<file path="config.mk">
export PLATFORM = sky130hd
export DESIGN_NAME = axil2lb
export DESIGN_NICKNAME = d
export VERILOG_FILES = /design/src/rtl/axil2lb.sv
export SDC_FILE = /design/constraint.sdc
export NUM_CORES = 1
export LEC_CHECK = 0
export CORE_ASPECT_RATIO = 0.9
export CORE_UTILIZATION = 35
export DETAILED_ROUTE_END_ITERATION = 8
export GPL_ROUTABILITY_DRIVEN = 0
export PLACE_DENSITY = 0.67
export SYNTH_ARGS = -nofsm -noshare
export SYNTH_HDL_FRONTEND = slang
export SYNTH_SLANG_ARGS = --single-unit
</file>
<file path="constraint.sdc">
create_clock -name clk -period 4.7 [get_ports clk]
set_input_delay 0.94 -clock clk [delete_from_list [all_inputs] [get_ports clk]]
set_output_delay 0.94 -clock clk [all_outputs]
set_load 0.02 [all_outputs]
</file>
<file path="src/rtl/axil2lb.sv">
// axil2lb: AXI4-Lite slave to Local Bus master bridge with independent write/read paths and access timeout
module axil2lb #(
  parameter int ADDR_W  = 16,
  parameter int DATA_W  = 32,
  parameter int STRB_W  = DATA_W / 8,
  parameter int TIMEOUT = 255
) (
  input  logic              clk,
  input  logic              rst,
  input  logic [ADDR_W-1:0] axil_awaddr,
  input  logic              axil_awvalid,
  output logic              axil_awready,
  input  logic [DATA_W-1:0] axil_wdata,
  input  logic [STRB_W-1:0] axil_wstrb,
  input  logic              axil_wvalid,
  output logic              axil_wready,
  output logic [1:0]        axil_bresp,
  output logic              axil_bvalid,
  input  logic              axil_bready,
  input  logic [ADDR_W-1:0] axil_araddr,
  input  logic              axil_arvalid,
  output logic              axil_arready,
  output logic [DATA_W-1:0] axil_rdata,
  output logic [1:0]        axil_rresp,
  output logic              axil_rvalid,
  input  logic              axil_rready,
  output logic [ADDR_W-1:0] lb_waddr,
  output logic [DATA_W-1:0] lb_wdata,
  output logic [STRB_W-1:0] lb_wstrb,
  output logic              lb_wen,
  input  logic              lb_wready,
  output logic [ADDR_W-1:0] lb_raddr,
  output logic              lb_ren,
  input  logic [DATA_W-1:0] lb_rdata,
  input  logic              lb_rvalid
);
  localparam int CW = TIMEOUT > 0 ? $clog2(TIMEOUT + 1) : 1;
  typedef enum logic [1:0] {W_IDLE, W_LB, W_RESP} w_state_t;
  typedef enum logic [1:0] {R_IDLE, R_LB, R_RESP} r_state_t;
  w_state_t w_st, w_nx;
  r_state_t r_st, r_nx;
  logic aw_got, w_got, aw_hs, w_hs, ar_hs, w_tmo, r_tmo;
  logic [CW-1:0] w_cnt, r_cnt;
  // The access is abandoned at the end of its TIMEOUT-th cycle in the LB state
  function automatic logic expired(input logic [CW-1:0] c);
    return TIMEOUT != 0 && int'(c) >= TIMEOUT - 1;
  endfunction
  function automatic logic [CW-1:0] bump(input logic [CW-1:0] c);
    return int'(c) >= TIMEOUT ? c : c + 1'b1;
  endfunction
  // Ready outputs are decoded from state, so they are masked while reset holds
  assign axil_awready = !rst && w_st == W_IDLE && !aw_got;
  assign axil_wready  = !rst && w_st == W_IDLE && !w_got;
  assign axil_arready = !rst && r_st == R_IDLE;
  assign aw_hs = axil_awvalid && axil_awready;
  assign w_hs  = axil_wvalid && axil_wready;
  assign ar_hs = axil_arvalid && axil_arready;
  assign lb_wen = w_st == W_LB;
  assign lb_ren = r_st == R_LB;
  assign axil_bvalid = w_st == W_RESP;
  assign axil_rvalid = r_st == R_RESP;
  assign w_tmo = expired(w_cnt);
  assign r_tmo = expired(r_cnt);
  always_comb begin
    w_nx = w_st;
    case (w_st)
      W_IDLE:  if ((aw_got || aw_hs) && (w_got || w_hs)) w_nx = W_LB;
      W_LB:    if (lb_wready || w_tmo) w_nx = W_RESP;
      W_RESP:  if (axil_bready) w_nx = W_IDLE;
      default: w_nx = W_IDLE;
    endcase
  end
  always_comb begin
    r_nx = r_st;
    case (r_st)
      R_IDLE:  if (ar_hs) r_nx = R_LB;
      R_LB:    if (lb_rvalid || r_tmo) r_nx = R_RESP;
      R_RESP:  if (axil_rready) r_nx = R_IDLE;
      default: r_nx = R_IDLE;
    endcase
  end
  always_ff @(posedge clk or posedge rst) begin
    if (rst) begin
      w_st       <= W_IDLE;
      aw_got     <= 1'b0;
      w_got      <= 1'b0;
      lb_waddr   <= '0;
      lb_wdata   <= '0;
      lb_wstrb   <= '0;
      axil_bresp <= '0;
      w_cnt      <= '0;
    end else begin
      w_st <= w_nx;
      if (aw_hs) begin
        aw_got   <= 1'b1;
        lb_waddr <= axil_awaddr;
      end
      if (w_hs) begin
        w_got    <= 1'b1;
        lb_wdata <= axil_wdata;
        lb_wstrb <= axil_wstrb;
      end
      if (w_st == W_RESP && axil_bready) begin
        aw_got <= 1'b0;
        w_got  <= 1'b0;
      end
      w_cnt <= w_st == W_LB ? bump(w_cnt) : '0;
      if (w_st == W_LB && w_nx == W_RESP) axil_bresp <= lb_wready ? 2'b00 : 2'b10;
    end
  end
  always_ff @(posedge clk or posedge rst) begin
    if (rst) begin
      r_st       <= R_IDLE;
      lb_raddr   <= '0;
      axil_rdata <= '0;
      axil_rresp <= '0;
      r_cnt      <= '0;
    end else begin
      r_st <= r_nx;
      if (ar_hs) lb_raddr <= axil_araddr;
      r_cnt <= r_st == R_LB ? bump(r_cnt) : '0;
      if (r_st == R_LB && r_nx == R_RESP) begin
        axil_rdata <= lb_rvalid ? lb_rdata : '0;
        axil_rresp <= lb_rvalid ? 2'b00 : 2'b10;
      end
    end
  end
endmodule

</file>
==> reports/qor.yml <==
status:
  status: "completed"
clock_network:
  cts_hold_buf: 0
  clk_path_buf_depth: 2
  ctsResizeCount: 0
  clk_latency_ps: 410
  numCtsBuffers: 17
  cts_tree: "built"
  root_buffer: "clkbuf_16"
  post-cts-setup-buffers: 0
  clkSinkCount: 124
  cts.clk_slew.worst_paths_ps: 50
  ctsHtreeMaxLevel: 4
worst_setup_path:
  timing.rr.start: "r_st[1]$_DFF_PP0_"
  worstRegToRegCells: 3
  worstSetupStartpoint: "rst"
  required_ps: 3760
  cp-end-kind: "primary output"
  critPathMaxFanout: 5
  crit_arrival_ps: 2680
  start_kind: "input port"
  criticalPathCategory: "input port to primary output"
drt:
  drc: 0
  drtIter0Drc: 192
  ant_nets: 0
  vias_per_cell: 4.84
  vias: 4087
  drt_pass1_iterations: 4
  wl_per_cell_um: 16.0
  wl_um: 13500
synthesis:
  synthCells: 416
  syn-cell-area_um2: 5330
  yosys.cell_count.top_type: "dfrtp_1"
  ys_types: 40
  synth_seq_cells: 124
  synth_area_leaders: "dfrtp_1, mux2_4, mux2_2"
  ys.flop_type: "dfrtp_1"
  synth_edf_count: 0
  postSynthAreaPerCell_um2: 12.8
  synth_top_area_share_pct: 58.2
  synth_largest_area_cell: "dfrtp_1"
  ys_seq_area_share_pct: 58.2
  synthTopCellsByCount: "dfrtp_1, o21ai_0, inv_1"
  ys_warn_count: 0
  synthArstFlopShare_pct: 100
final_layout:
  regArea_um2: 3100
  antenna_cells: 0
  finalNetCount: 747
  multi_input_area_um2: 1950
  fill_cells: 1212
  fin_cells: 844
  syn_to_final_growth_pct: 54.1
  drive_above_1_share_pct: 15.6
global_routing:
  grt_max_degree: 64
  grt_util_all_layers_pct: 17.9
  grt_overflow: 0
  antenna_found_initial: 0
  first_global_vias: 4139
  grt_first_pass_wirelength_um: 21800
min_path:
  hp-class: "flip-flop to flip-flop"
  hold_depth: 1
  min_from: "lb_raddr[5]$_DFFE_PP0P_"
floorplanning:
  rows: 42
  die_y_um: 119
  start_util_pct: 36.1
  die_area_um2: 15700
  core_um2: 14800
  ios: 220
  die_w_um: 132
sta:
  min_period_ps: 3620
  setup_viol: 0
  slew_violations: 0
  finalHoldViolCount: 0
  skew_ps: 8.88
  worst_pin_slew_ps: 1270
  period_share_pct: 77.1
  max_freq_mhz: 276
  maxSlewHeadroom_pct: 15.6
  hold-worst-slack_ps: 484
  rsz0062_at_grt: "no"
  tns_ps: 0
flow_run:
  maxCapViolations: 0
pwr:
  power_frac_seq_pct: 34.4
  internal-power_mw: 3.38
  p_leak_nw: 3.73
  powerDensity_nw_per_um2: 615
  combPwrFrac_pct: 41.1
  p_clk_share_pct: 24.5
  finalPower_mw: 5.05
  swShare_pct: 33.1
  ir_worst_vdd_uv: 344
  switchingPower_mw: 1.67
placement:
  port_buffers: 217
  dpl.hpwl_um: 9660
  dp.cells: 813
==> cell type report <==
| type | instances | share of cell area [%] |
|---|---|---|
| clock inverters | 6 | 0.731 |
| well taps | 198 | 3.02 |
| flip-flops and latches | 124 | 37.8 |
| multi-input cells | 231 | 23.7 |
| clock buffers | 25 | 6.16 |
| inverters | 40 | 1.86 |
| repair buffers | 220 | 26.7 |
==> path summary, 6_finish.rpt <==
kind | slack [ps] | endpoint
worst max-delay path | 1080 | axil_wready
worst min-delay path | 480 | lb_raddr[5]$_DFFE_PP0P_
worst max register to register | 2750 | lb_raddr[12]$_DFFE_PP0P_
worst min register to register | 480 | lb_raddr[5]$_DFFE_PP0P_
max in group asynchronous | 2700 | lb_wdata[30]$_DFFE_PP0P_
min in group asynchronous | 1470 | axil_rdata[30]$_DFFE_PP0P_
==> per-layer routing <==
metal	up-vias	part of all wire, %	GRT usage (%)
met5	-	0	0
met4	0	2.0	8.50
met3	21	5.0	4.77
met2	132	51	29.2
met1	2011	42	21.9
li1	1923	-	-
==> state kept, by name, summed over array words and instances, names as in the netlist <==
register / cells
w_got: 1
aw_got: 1
axil_rdata: 32
lb_wstrb: 4
lb_wdata: 32
lb_raddr: 16
r_cnt: 8
axil_rresp: 1
w_st: 2
lb_waddr: 16
r_st: 2
w_cnt: 8
axil_bresp: 1
==> metrics by stage <==
step	util [%]	instance area (um2)	setup slack, ps
4_1_cts	55.6	8210	1070
2_1_floorplan	-	5330	442
5_1_grt	55.6	8210	1020
6_report	55.6	8210	1080
3_5_place_dp	51.8	7650	1060
3_3_place_gp	51.8	7650	1090
==> cell usage in the layout, fill, tap and decap left out, types with 3 or more instances in the layout <==
cell,instances
a22oi_1,32
ha_1,4
nor2_1,3
mux2_2,35
mux2_4,30
dfrtp_1,124
nand2_1,7
clkinv_2,3
mux2_1,3
nor3_1,5
clkbuf_16,17
inv_1,38
clkbuf_1,3
and4_1,6
a211oi_1,4
and3_1,3
a31oi_1,11
nor2b_1,3
a21oi_1,10
clkbuf_8,5
nand2b_1,4
clkdlybuf4s50_1,217
o21ai_0,42
buf_4,3
nand3_1,5
==> cell families after synthesis <==
| family | after synthesis | synth area share (%) |
|---|---|---|
| and+or+nand+nor | 47 | 5.85 |
| buffers and inverters | 62 | 5.28 |
| adders and majority gates | 4 | 0.939 |
| other | 1 | 0.0704 |
| AOI/OAI and AO/OA | 108 | 12.8 |
| muxes | 70 | 16.9 |
| DFF | 124 | 58.2 |
==> critical path, cell delays in order <==
cell             delay, ps
clkdlybuf4s50_1        670
nor4_4                 390
clkdlybuf4s50_1        670
==> power by group through the flow <==
stage / Combinational, mW / Clock, mW / Sequential (mW)
after floorplan: 0.642 / 0 / 2.16
after global placement: 2.06 / 0 / 1.73
after detailed placement: 2.10 / 0 / 1.74
after CTS: 2.10 / 1.27 / 1.74
after global routing: 2.20 / 1.31 / 1.79
final: 2.07 / 1.23 / 1.74
Note: power is estimated with default switching activity, not from simulation.
